$ cat src/rtl/wb_dest_pipe.sv
// Write-back destination tracker: decodes the WBReg selector into a register index and
// carries {valid, idx} through a STAGES-deep pipe, exposing per-stage source matches.
module wb_dest_pipe #(
  parameter int STAGES = 3,
  parameter int IDX_W  = 4,
  parameter int SEL_W  = 8
) (
  input  logic              clk,
  input  logic              rst,
  input  logic              in_valid,
  input  logic [SEL_W-1:0]  wb_sel,
  input  logic [IDX_W-1:0]  regx,
  input  logic [IDX_W-1:0]  regy,
  input  logic [IDX_W-1:0]  regz,
  input  logic              stall,
  input  logic              flush,
  input  logic [IDX_W-1:0]  src_a,
  input  logic [IDX_W-1:0]  src_b,
  output logic              wr_en,
  output logic [IDX_W-1:0]  wr_idx,
  output logic [STAGES-1:0] match_a,
  output logic [STAGES-1:0] match_b,
  output logic [1:0]        fwd_a,
  output logic [1:0]        fwd_b
);

  localparam logic [IDX_W-1:0] IDX_NONE = IDX_W'(4'hF);
  localparam logic [SEL_W-1:0] SEL_RX   = SEL_W'(8'h05);
  localparam logic [SEL_W-1:0] SEL_RY   = SEL_W'(8'h06);
  localparam logic [SEL_W-1:0] SEL_RZ   = SEL_W'(8'h07);
  localparam logic [SEL_W-1:0] SEL_IN   = SEL_W'(8'h08);
  localparam logic [SEL_W-1:0] SEL_SP   = SEL_W'(8'h09);
  localparam logic [SEL_W-1:0] SEL_T    = SEL_W'(8'h0A);
  localparam logic [SEL_W-1:0] SEL_R5   = SEL_W'(8'h29);

  logic [IDX_W-1:0]  dec_idx;
  logic              entry_valid;
  logic [IDX_W-1:0]  entry_idx;

  logic [STAGES-1:0] valid_q, valid_d;
  logic [IDX_W-1:0]  idx_q [STAGES];
  logic [IDX_W-1:0]  idx_d [STAGES];

  always_comb begin
    dec_idx = IDX_NONE;
    case (wb_sel)
      SEL_RX:  dec_idx = regx;
      SEL_RY:  dec_idx = regy;
      SEL_RZ:  dec_idx = regz;
      SEL_IN:  dec_idx = IDX_W'(4'h9);
      SEL_SP:  dec_idx = IDX_W'(4'hA);
      SEL_T:   dec_idx = IDX_W'(4'hB);
      SEL_R5:  dec_idx = IDX_W'(4'h5);
      default: dec_idx = IDX_NONE;
    endcase
  end

  // An entry decoding to the EMPTY index is a non-writing instruction, treated as a bubble.
  assign entry_valid = in_valid && (dec_idx != IDX_NONE);
  assign entry_idx   = entry_valid ? dec_idx : IDX_NONE;

  always_comb begin
    valid_d = valid_q;
    for (int k = 0; k < STAGES; k++) idx_d[k] = idx_q[k];

    if (flush) begin
      valid_d[0] = 1'b0;
      idx_d[0]   = IDX_NONE;
    end else if (!stall) begin
      valid_d[0] = entry_valid;
      idx_d[0]   = entry_idx;
    end

    if (stall) begin
      valid_d[1] = 1'b0;
      idx_d[1]   = IDX_NONE;
    end else begin
      valid_d[1] = valid_q[0];
      idx_d[1]   = idx_q[0];
    end

    for (int k = 2; k < STAGES; k++) begin
      valid_d[k] = valid_q[k-1];
      idx_d[k]   = idx_q[k-1];
    end
  end

  always_ff @(posedge clk or negedge rst) begin
    if (!rst) begin
      valid_q <= '0;
      for (int k = 0; k < STAGES; k++) idx_q[k] <= IDX_NONE;
    end else begin
      valid_q <= valid_d;
      for (int k = 0; k < STAGES; k++) idx_q[k] <= idx_d[k];
    end
  end

  genvar gi;
  generate
    for (gi = 0; gi < STAGES; gi++) begin : g_match
      assign match_a[gi] = valid_q[gi] && (idx_q[gi] == src_a);
      assign match_b[gi] = valid_q[gi] && (idx_q[gi] == src_b);
    end
  endgenerate

  // Scan oldest to youngest so the youngest match overwrites; stage 3 and beyond share code 3.
  function automatic logic [1:0] youngest(input logic [STAGES-1:0] m);
    logic [1:0] r;
    r = 2'd0;
    for (int k = STAGES - 1; k >= 0; k--) begin
      if (m[k]) r = (k >= 2) ? 2'd3 : 2'(k + 1);
    end
    return r;
  endfunction

  assign fwd_a  = youngest(match_a);
  assign fwd_b  = youngest(match_b);
  assign wr_en  = valid_q[STAGES-1];
  assign wr_idx = idx_q[STAGES-1];

endmodule

$ cat config.mk
export PLATFORM = sky130hd
export DESIGN_NAME = wb_dest_pipe
export DESIGN_NICKNAME = d
export VERILOG_FILES = /design/src/rtl/wb_dest_pipe.sv
export SDC_FILE = /design/constraint.sdc
export NUM_CORES = 1
export LEC_CHECK = 0
export CORE_UTILIZATION = 35
export DETAILED_ROUTE_END_ITERATION = 6
export PLACE_DENSITY = 0.66
export SYNTH_ARGS = -nofsm -noshare
export SYNTH_HDL_FRONTEND = slang
export SYNTH_SLANG_ARGS = --single-unit
export TNS_END_PERCENT = 100
$ cat constraint.sdc
create_clock -name clk -period 3.04 [get_ports clk]
set_clock_uncertainty 0.15 [all_clocks]
set_input_delay 0.304 -clock clk [delete_from_list [all_inputs] [get_ports clk]]
set_output_delay 0.304 -clock clk [all_outputs]
set_load 0.02 [all_outputs]
Word-level counts from Yosys, hierarchy flattened --
Index checks and enable logic that the tools add are counted.
Word-level totals: flip-flop bits (word level) 15, latch bits 0, RAM bits 0, bits in read-only memories 0, bits of input ports 33, output and inout bits 15, memories kept 0
Cells by class: $add $sub $neg 0, $mul 0, divide/modulo/power cells 0, $lt $le $gt $ge 0, equal/unequal tests 15, shift operators 0, mux-type cells 14, bitwise gates (word level) 0, reductions and logical operators 7
Operators with widths (number):
- 4-bit one-hot mux with 7 select lines | 1
- 4-bit == test | 6
- 8-bit by 3-bit == test with 1-bit output (second input constant) | 3
- 8-bit by 4-bit == test with 1-bit output (second input constant) | 3
- 4-bit 2-to-1 mux | 4
- 2-bit 2-to-1 mux | 6
- 8-bit by 6-bit == test with 1-bit output (second input constant) | 1
- 1-bit logical AND | 7
- 4-bit inequality test (second input constant) | 1
- 1-bit 2-to-1 mux | 3
- 2-bit by 1-bit inequality test with 1-bit output (second input constant) | 1

Logic depth before layout (Yosys ltp) --
word-level depth 7, depth in mapped cells 6

Worst setup path before layout --
OpenSTA, ideal clock, no wires.
path kind reg2out, start register idx_q, in the netlist wr_idx[1], end output port fwd_a[1], data arrival time 1905 ps, required time 2586 ps, setup slack 681 ps, cell stages (with the launch flop) 6, buffers on the path 0, path through dfstp_2 xnor2_1 nand2_1 nor4_1 nor2_1 nor2_1
On the way: cells in the longest elaborated chain, start to end 5
RTL lines:
- start, declared | line 41 | logic [IDX_W-1:0] idx_q [STAGES];
- 4-bit == test | line 101 | assign match_a[gi] = valid_q[gi] && (idx_q[gi] == src_a);
- 1-bit logical AND | line 101
- via match_a[2] | line 21 | output logic [STAGES-1:0] match_a,
- 2-bit 2-to-1 mux (3 in a row) | line 111 | if (m[k]) r = (k >= 2) ? 2'd3 : 2'(k + 1);
- end, declared | line 23 | output logic [1:0] fwd_a,
The timed path passes the listed nets, and every way through them passes these cells.

Final worst setup path --
start input port src_a[1], end output port fwd_a[1]
On the way: cells in the longest elaborated chain, start to end 5, elaborated cells between the ends (all ways) 9
RTL lines:
- start, declared | line 17 | input logic [IDX_W-1:0] src_a,
- 4-bit == test | line 101
- 1-bit logical AND | line 101
- 2-bit 2-to-1 mux (2 in a row) | line 111
- 2-bit 2-to-1 mux * | line 111
Every way passes the cells marked *; elsewhere a longest branch is shown, timed or not.

==> flow_metrics.py <==
metrics = {
    "sta": {
        "setup_viol": 0,
        "fin_setup_tns_ns": 0,
        "rsz0062_at_grt": "no",
        "relSlewSlack": 0.5725,
        "min_period_ns": 2.777,
        "finalHoldViolations": 0,
        "holdWs_ns": 0.2379,
        "tightest_slew_ns": 0.6392,
        "fin_crit_sh": 0.9136,
        "max_freq_mhz": 360.1,
        "drv_slew": 0,
    },
    "routing": {
        "ant_nets": 0,
        "drtPass1Iterations": 6,
        "vias": 987,
        "drt_wl_total_um": 2429,
        "drt-vias-per-instance": 5.250,
        "route.detailed.drc": 10,
        "first_iter_violations": 29,
        "wl_per_cell_um": 12.92,
    },
    "critical_path": {
        "rr_worst_depth": 3,
        "rrSetupSlack_ns": 1.99,
        "crit_arrival_ns": 2.32,
        "worstReg2RegEnd": "valid_q[0]$_DFFE_PN0P_",
        "path_max_fanout": 3,
        "critPathLaunchType": "primary input",
        "critical_path_class": "in2out",
        "critPathLaunch": "src_a[1]",
        "r2r_start": "valid_q[0]$_DFFE_PN0P_",
        "cp.required_ns": 2.59,
        "cp-end-kind": "output pin",
        "crit_path_end": "fwd_a[1]",
    },
    "global_route": {
        "antenna_found_initial": 0,
        "first_global_vias": 969,
        "grt_usage": 0.1601,
        "grt_max_degree": 16,
        "grt.overflow.total": 0,
        "grt_pass1_wl_um": 3960,
    },
    "clock_network": {
        "cts_resized": 0,
        "post_cts.repair.setup_buffers": 0,
        "htree_num_levels": 1,
        "clkLatencyLatePin_ns": 0.27,
        "clk_pin_slew_worst_paths_ns": 0.09,
        "root_buffer": "clkbuf_4",
        "cts.sinks": 15,
        "cts_made_buffers": 3,
        "clk_path_buf_depth": 2,
        "postCtsHoldBufs": 0,
        "cts_tree": "done",
    },
    "place": {
        "hpwl_um": 2037,
        "portBuffers": 47,
        "place_congestion": 0.7962,
        "dp_cells": 184,
        "dpl_cell_area_sq_mm": 0.001526,
    },
    "floorplan": {
        "io_pins": 48,
        "num_rows": 19,
        "fp.dieW_um": 56.90,
        "start_util": 0.3760,
        "die_h_um": 56.90,
        "core-area_sq_mm": 0.002805,
        "die_area_sq_mm": 0.003237,
    },
    "status": {
        "violations": "design-rule violations",
        "outcome": "complete, but fails checks",
    },
    "synthesis": {
        "yosysWarnings": 0,
        "yosysSeqAreaShare": 0.3701,
        "syn_nets": 145,
        "synth.distinct_cells": 34,
        "syn_area_per_cell_sq_um": 9.418,
        "synthArstFlopShare": 1.000,
        "synth-edff-count": 0,
        "syn-cell-area_sq_mm": 0.001055,
        "syn-instance-count": 112,
        "synth-main-ff-cell": "dfstp_2",
        "ys_ff_latch": 15,
    },
    "power": {
        "p_per_area_mw_per_mm2": 259.6,
        "ir_worst_vdd_mv": 0.1098,
        "power.leakage_nw": 0.5656,
    },
    "finish": {
        "fin_nets": 191,
        "postLayoutCellArea_sq_mm": 0.001553,
        "drive_above_1_share": 0.1401,
        "fin_cells": 188,
        "area_growth_pct": 47.21,
        "antenna_cells": 0,
    },
    "hold_path": {
        "hold_path_class": "reg2reg",
    },
    "job": {
        "drv_cap": 0,
    },
}
==> area by class of cell <==
class	instances	area, sq um
tap	31	38.79
sequential	15	390.4
timing repair buffer	47	470.5
fill	275	1252
clock buffer	4	26.28
inverter	4	15.01
multi-input combinational	87	611.8
==> flip-flops by register name (all words and copies together), names as in the netlist <==
name / count
valid_q: 3
idx_d: 4
wr_idx: 4
idx_q: 4
==> layout by cell type (no fill, tap or decap), types with 2 or more instances in the layout <==
cell type | netlist | final
clkbuf_4 | 0 | 3
inv_1 | 4 | 4
xor2_1 | 15 | 15
nor2_1 | 10 | 10
xnor2_1 | 10 | 10
or2_2 | 4 | 4
a21o_1 | 2 | 2
clkdlybuf4s50_1 | 0 | 47
nand3_1 | 2 | 2
or3_4 | 2 | 2
a211oi_1 | 2 | 2
nand2_1 | 5 | 5
o32a_1 | 2 | 2
mux2i_1 | 3 | 3
dfstp_2 | 12 | 12
nor3_1 | 2 | 2
a21oi_1 | 3 | 3
dfrtp_1 | 3 | 3
nor4_1 | 5 | 5
nand2b_1 | 4 | 4
o21a_1 | 3 | 3
o21bai_1 | 2 | 2
==> synthesized netlist by cell type (all sizes together) (2+ instances only) <==
cell | number | area, sq um
o21bai | 2 | 15.01
mux2i | 3 | 30.03
a21oi | 3 | 15.01
inv | 4 | 15.01
dfstp | 12 | 315.3
buf | 5 | 33.78
xor2 | 15 | 131.4
nand2b | 4 | 25.02
a21o | 2 | 15.01
o32a | 2 | 20.02
a211oi | 2 | 15.01
o21ai | 2 | 10.00
nand2 | 5 | 18.77
or3 | 2 | 22.52
o21a | 3 | 22.52
or2 | 4 | 25.02
xnor2 | 10 | 87.58
nand3 | 2 | 10.01
dfrtp | 3 | 75.07
nor3 | 2 | 10.01
nor4 | 5 | 31.28
nor2 | 10 | 37.54
==> critical path, stage by stage <==
cell and delay (ns):
clkdlybuf4s50_1 0.54, xnor2_1 0.13, nand2_1 0.08, nor4_1 0.44, nor2_1 0.11, nor2_1 0.10, clkdlybuf4s50_1 0.61
==> layer usage <==
layer	wire, um	global-route usage
met5	0	0
met1	933	0.1568
met2	1275	0.3092
met4	59	0.09408
met3	160	0.02535
==> worst min-delay path by stage <==
| stage | start | end | slack, ns | cells after the start |
|---|---|---|---|---|
| floorplan | rst | valid_q[0]$_DFFE_PN0P_ | -0.14 | 0 |
| global placement | idx_d[0]$_DFF_PN1_ | wr_idx[0]$_DFF_PN1_ | 0.23 | 0 |
| detailed placement | idx_d[0]$_DFF_PN1_ | wr_idx[0]$_DFF_PN1_ | 0.23 | 0 |
| CTS | idx_d[0]$_DFF_PN1_ | wr_idx[0]$_DFF_PN1_ | 0.24 | 0 |
| global route | idx_d[0]$_DFF_PN1_ | wr_idx[0]$_DFF_PN1_ | 0.24 | 0 |
| finish | idx_d[0]$_DFF_PN1_ | wr_idx[0]$_DFF_PN1_ | 0.24 | 0 |
==> cells by family after synthesis <==
kind of cell,synth area share
flops,0.3701
xor+xnor,0.2076
mux,0.02847
simple gates,0.2159
compound gates,0.1281
buf+inv,0.04981
==> metrics by stage <==
| stage | setup WS [ns] | util | power, mW |
|---|---|---|---|
| 2_1_floorplan | 0.6813 | - | 0.2390 |
| 3_3_place_gp | 0.3474 | 0.5442 | 0.2953 |
| 3_5_place_dp | 0.3102 | 0.5442 | 0.2974 |
| 4_1_cts | 0.2972 | 0.5535 | 0.4101 |
| 5_1_grt | 0.1487 | 0.5535 | 0.4237 |
| 6_report | 0.2627 | 0.5535 | 0.4031 |
==> power breakdown <==
part	switching (mW)	internal [mW]	total [mW]	leakage, nW
combinational	0.0367	0.0552	0.0918	0.383
clock	0.0585	0.0508	0.109	0.0150
sequential	0.000655	0.201	0.202	0.168
No activity file was read; power rests on OpenSTA's default activity.
